## config.mk

```make
export PLATFORM = sky130hd
export DESIGN_NAME = pri_enc16x4_hs
export DESIGN_NICKNAME = d
export VERILOG_FILES = /design/src/rtl/pri_enc16x4_hs.sv
export SDC_FILE = /design/constraint.sdc
export NUM_CORES = 1
export LEC_CHECK = 0
export CORE_MARGIN = 10
export CORE_UTILIZATION = 55
export DETAILED_ROUTE_END_ITERATION = 7
export DONT_BUFFER_PORTS = 1
export PLACE_DENSITY = 0.71
export SLEW_MARGIN = 30
export SYNTH_ARGS = -nofsm -noshare
export SYNTH_HDL_FRONTEND = slang
export SYNTH_SLANG_ARGS = --single-unit
export TNS_END_PERCENT = 100
```

## constraint.sdc

```tcl
create_clock -name clk -period 6.79 [get_ports clk]
set_input_delay 0.679 -clock clk [delete_from_list [all_inputs] [get_ports clk]]
set_output_delay 0.679 -clock clk [all_outputs]
set_load 0.02 [all_outputs]
```

## src/rtl/pri_enc16x4_hs.sv

```systemverilog
// 16-to-4 priority encoder with sticky request capture and a valid/ready output stage.
// Each issued index leaves the pending vector. A re-request of a bit already pending raises a one-cycle merged pulse.
module pri_enc16x4_hs #(
  parameter bit HIGH_WINS = 1'b1
) (
  input  logic        clk,
  input  logic        rst,
  input  logic [15:0] i,
  input  logic        flush,
  input  logic        ready,
  output logic        valid,
  output logic [3:0]  code,
  output logic [15:0] pending,
  output logic        merged
);

  logic [15:0] pending_r;
  logic [3:0]  code_r;
  logic        valid_r;
  logic        merged_r;

  logic [3:0]  grp_any_s;
  logic [1:0]  grp_s;
  logic [3:0]  nib_s;
  logic [1:0]  low_s;
  logic [3:0]  sel_s;
  logic [15:0] sel_mask_s;
  logic [15:0] clr_mask_s;
  logic [15:0] pending_nxt_s;
  logic        merged_nxt_s;
  logic        load_s;

  // 4-way priority pick. Direction follows HIGH_WINS; used for both group and in-nibble levels.
  function automatic logic [1:0] enc4(input logic [3:0] v);
    logic [1:0] r;
    r = 2'd0;
    if (HIGH_WINS) begin
      if (v[3])      r = 2'd3;
      else if (v[2]) r = 2'd2;
      else if (v[1]) r = 2'd1;
      else           r = 2'd0;
    end else begin
      if (v[0])      r = 2'd0;
      else if (v[1]) r = 2'd1;
      else if (v[2]) r = 2'd2;
      else if (v[3]) r = 2'd3;
      else           r = 2'd0;
    end
    return r;
  endfunction

  // Group-level select over the OR of each nibble of pending
  always_comb begin
    grp_any_s[0] = |pending_r[3:0];
    grp_any_s[1] = |pending_r[7:4];
    grp_any_s[2] = |pending_r[11:8];
    grp_any_s[3] = |pending_r[15:12];
    grp_s        = enc4(grp_any_s);
  end

  // Index within the chosen nibble, then the full select and its one-hot mask
  always_comb begin
    case (grp_s)
      2'd0:    nib_s = pending_r[3:0];
      2'd1:    nib_s = pending_r[7:4];
      2'd2:    nib_s = pending_r[11:8];
      2'd3:    nib_s = pending_r[15:12];
      default: nib_s = pending_r[3:0];
    endcase
    low_s = enc4(nib_s);
    sel_s = {grp_s, low_s};
    if (pending_r != 16'h0000) begin
      sel_mask_s = 16'h0001 << sel_s;
    end else begin
      sel_mask_s = 16'h0000;
    end
  end

  assign load_s = (!valid_r || ready) && (pending_r != 16'h0000);

  // Next pending: the loaded bit moves out, new requests set bits; set wins over clear
  always_comb begin
    if (load_s) begin
      clr_mask_s = sel_mask_s;
    end else begin
      clr_mask_s = 16'h0000;
    end
    pending_nxt_s = (pending_r & ~clr_mask_s) | i;
    merged_nxt_s  = |(i & pending_r & ~clr_mask_s);
  end

  // State registers: reset, then flush, then normal capture/issue
  always_ff @(posedge clk) begin
    if (rst) begin
      pending_r <= 16'h0000;
      code_r    <= 4'h0;
      valid_r   <= 1'b0;
      merged_r  <= 1'b0;
    end else if (flush) begin
      pending_r <= 16'h0000;
      code_r    <= 4'h0;
      valid_r   <= 1'b0;
      merged_r  <= 1'b0;
    end else begin
      pending_r <= pending_nxt_s;
      merged_r  <= merged_nxt_s;
      if (load_s) begin
        code_r  <= sel_s;
        valid_r <= 1'b1;
      end else if (ready) begin
        code_r  <= code_r;
        valid_r <= 1'b0;
      end else begin
        code_r  <= code_r;
        valid_r <= valid_r;
      end
    end
  end

  assign valid   = valid_r;
  assign code    = code_r;
  assign pending = pending_r;
  assign merged  = merged_r;

endmodule
```

==> flow_metrics.tcl <==
set metrics [dict create \
    crit_fanout 9 \
    path_delay_family "compound AO/OA/AOI/OAI gates" \
    min_path_type "input port to register" \
    worstSetupEndpointType "register" \
    netlist_area_um2 1134 \
    layout_min_cycle_time_ns 2.666 \
    dieArea_um2 4277 \
    r2r_start "pending[15]$_SDFF_PP0_" \
    postCtsSetupRepairBufs 0 \
    first_iter_violations 56 \
    cap_violations 0 \
    dp_hpwl_mm 2.531 \
    wl_per_cell_um 19.33 \
    start_kind "register" \
    synth-edff-count 0 \
    cts_resized 0 \
    htreeDepth 1 \
    die_w_um 65.40 \
    io_buffers 0 \
    power.density_nw_per_um2 261.9 \
    num_vias 1052 \
    worst_r2r_path_depth 7 \
    coreArea_um2 1962 \
    antenna_found_initial 0 \
    critPathKind "register to register" \
    finalCritPeriodShare 0.3927 \
    tightest_slew_ns 0.6121 \
    firstDrtPassIters 4 \
    syn_avg_cell_area_um2 8.523 \
    track_usage 0.1469 \
    fill_cells 201 \
    initial_core_util 0.5778 \
    cts_tree "yes" \
    slowest_stage "nor4_2" \
    rows 16 \
    cpPeakStageDelay_ns 0.62 \
    min_to "pending[10]$_SDFF_PP0_" \
    grt_overflow_total 0 \
    drc 0 \
    routed_wl_mm 3.151 \
    min_from "i[10]" \
    r2r-end "merged$_SDFF_PP0_" \
    drive_above_1_share 0.1176 \
    yosysWarnings 0 \
    syn_nets 153 \
    maxSlewViolCount 0 \
    clkSinkCount 22 \
    cp.arrival_ns 2.87 \
    cp_cell_sequence "nor4_2 -> o211ai_1 -> a21oi_1 -> or2b_1 -> o21a_1 -> a2111oi_4 -> a31oi_1" \
    nNetsFinal 157 \
    pre_cts_ws_ns 4.146 \
    async_flop_share 0 \
    finalHoldViolCount 0 \
    clk_path_buf_depth 2 \
    root_buffer "clkbuf_4" \
    worst-path-buf-inv 0 \
    finalSetupTns_ns 0 \
    ys_seq_area_frac 0.3885 \
    synthCells 133 \
    detail-route-antenna-nets 0 \
    run_status "finished, final reports clean" \
    yosys_register_bits 22 \
    cp.required_ns 7.00 \
    cts_hold_buf 0 \
    rsz0062_at_grt "no" \
    setup_violations 0 \
    worst_slack_ns 4.124 \
    cts_made_buffers 3 \
    slew_headroom 0.5885 \
    r2r_setup_slack_ns 4.12 \
    avgViaCountPerCell 6.454 \
    diodes 0 \
    hold_depth 2 \
    die_h_um 65.40 \
    clkTransAtPathRegs_ns 0.13 \
    ios 42 \
    max_freq_mhz 375.0 \
    synthDistinctLibCells 41 \
    yosys_most_used_dff "dfxtp_1" \
    grt_pass1_wl_mm 5.023 \
    place_congestion 0.8308 \
    grt_pass1_vias 984 \
    grt_max_degree 23 \
    worstSkewPairLatency_ns 0.31 \
    final.setup_skew_ns 0.0007728 \
    areaGrowthSynthToFinish_pct 7.616 \
    p_leak_nw 0.4677 \
    vdd.ir_drop.worst_mv 0.1469 \
]
cells by family (layout without fill, tap and decap cells):
kind of cell           after synthesis  count (layout)  share of synthesized area
flip-flops                          22              22                     0.3885
AO/OA/AOI/OAI                       51              51                     0.3245
buffers and inverters               11              14                    0.03642
AND/OR/NAND/NOR                     49              49                     0.2506
report_power, final:
| group | internal, mW | leakage, nW | switching (mW) |
|---|---|---|---|
| combinational | 0.0235 | 0.259 | 0.0372 |
| sequential | 0.137 | 0.181 | 0.0201 |
| clock | 0.0597 | 0.0279 | 0.0422 |
layout by cell type, fill, tap and decap left out, drive strengths merged:
cell      n
dfxtp    22
nor2     21
a21oi    16
inv       9
o21ai     6
a31oi     5
o211ai    5
nor4      5
nand4     3
o21a      3
clkbuf    3
or4       3
nand2     3
nand3     3
or2       3
nor3      2
nor2b     2
a211oi    2
and2      2
o211a     2
a311oi    2
a21o      1
nand2b    1
a21boi    1
or2b      1
o221a     1
o311a     1
a2111oi   1
a32o      1
a32oi     1
a22oi     1
a311o     1
a221oi    1
bufinv    1
buf       1
flip-flops by register name, indices dropped and copies added, names as in the netlist:
| name | cells |
|---|---|
| pending | 16 |
| merged | 1 |
| code | 4 |
| valid | 1 |
layer usage:
layer	routed length, um	track usage
met5	0	0
met4	27	0.04813
met3	445	0.06780
met2	1473	0.2366
met1	1204	0.1680
through the flow:
stage          total power [mW]  hold slack (ns)    util  instance area (um2)  cells
2_1_floorplan            0.2050           0.5691       -                 1134    133
3_3_place_gp             0.2184           0.5890  0.5950                 1167    159
3_5_place_dp             0.2202           0.5942  0.5950                 1167    159
4_1_cts                  0.3209           0.4709  0.6218                 1220    163
5_1_grt                  0.3334           0.4769  0.6218                 1220    163
6_report                 0.3195           0.4724  0.6218                 1220    163
synth_stat cells, drive strengths merged (3+ instances only):
master	count	area, um2
nand4	3	18.77
nand2	3	13.77
or2	3	18.78
nor2	21	78.83
inv	9	33.78
dfxtp	22	440.4
o21a	3	22.52
a21oi	16	83.83
nor4	5	58.80
a31oi	5	31.28
o21ai	6	30.03
o211ai	5	37.54
nand3	3	20.02
or4	3	26.27
worst max-delay path by stage:
stage / slack (ns) / from / cells past startpoint / to
detailed placement: 4.15 / pending[15]$_SDFF_PP0_ / 7 / merged$_SDFF_PP0_
CTS: 4.12 / pending[15]$_SDFF_PP0_ / 7 / merged$_SDFF_PP0_
floorplan: 4.40 / pending[15]$_SDFF_PP0_ / 6 / merged$_SDFF_PP0_
finish: 4.12 / pending[15]$_SDFF_PP0_ / 7 / merged$_SDFF_PP0_
global placement: 4.15 / pending[15]$_SDFF_PP0_ / 7 / merged$_SDFF_PP0_
global route: 3.85 / pending[15]$_SDFF_PP0_ / 7 / merged$_SDFF_PP0_
area by class of cell:
cell class	instances	area, um2	share of cell area
multi-input combinational	100	651.9	0.5344
sequential	22	440.4	0.3610
inverter	9	33.78	0.02769
tap	27	33.78	0.02769
clock inverter	1	30.03	0.02462
clock buffer	3	22.52	0.01846
timing repair buffer	1	7.507	0.006154
worst register-to-register path: stages (launching register included):
cell and delay, ns:
dfxtp_1 0.47, nor4_2 0.62, o211ai_1 0.19, a21oi_1 0.25, or2b_1 0.32, o21a_1 0.24
a2111oi_4 0.35, a31oi_1 0.12
No activity file was read; power rests on OpenSTA's default activity.
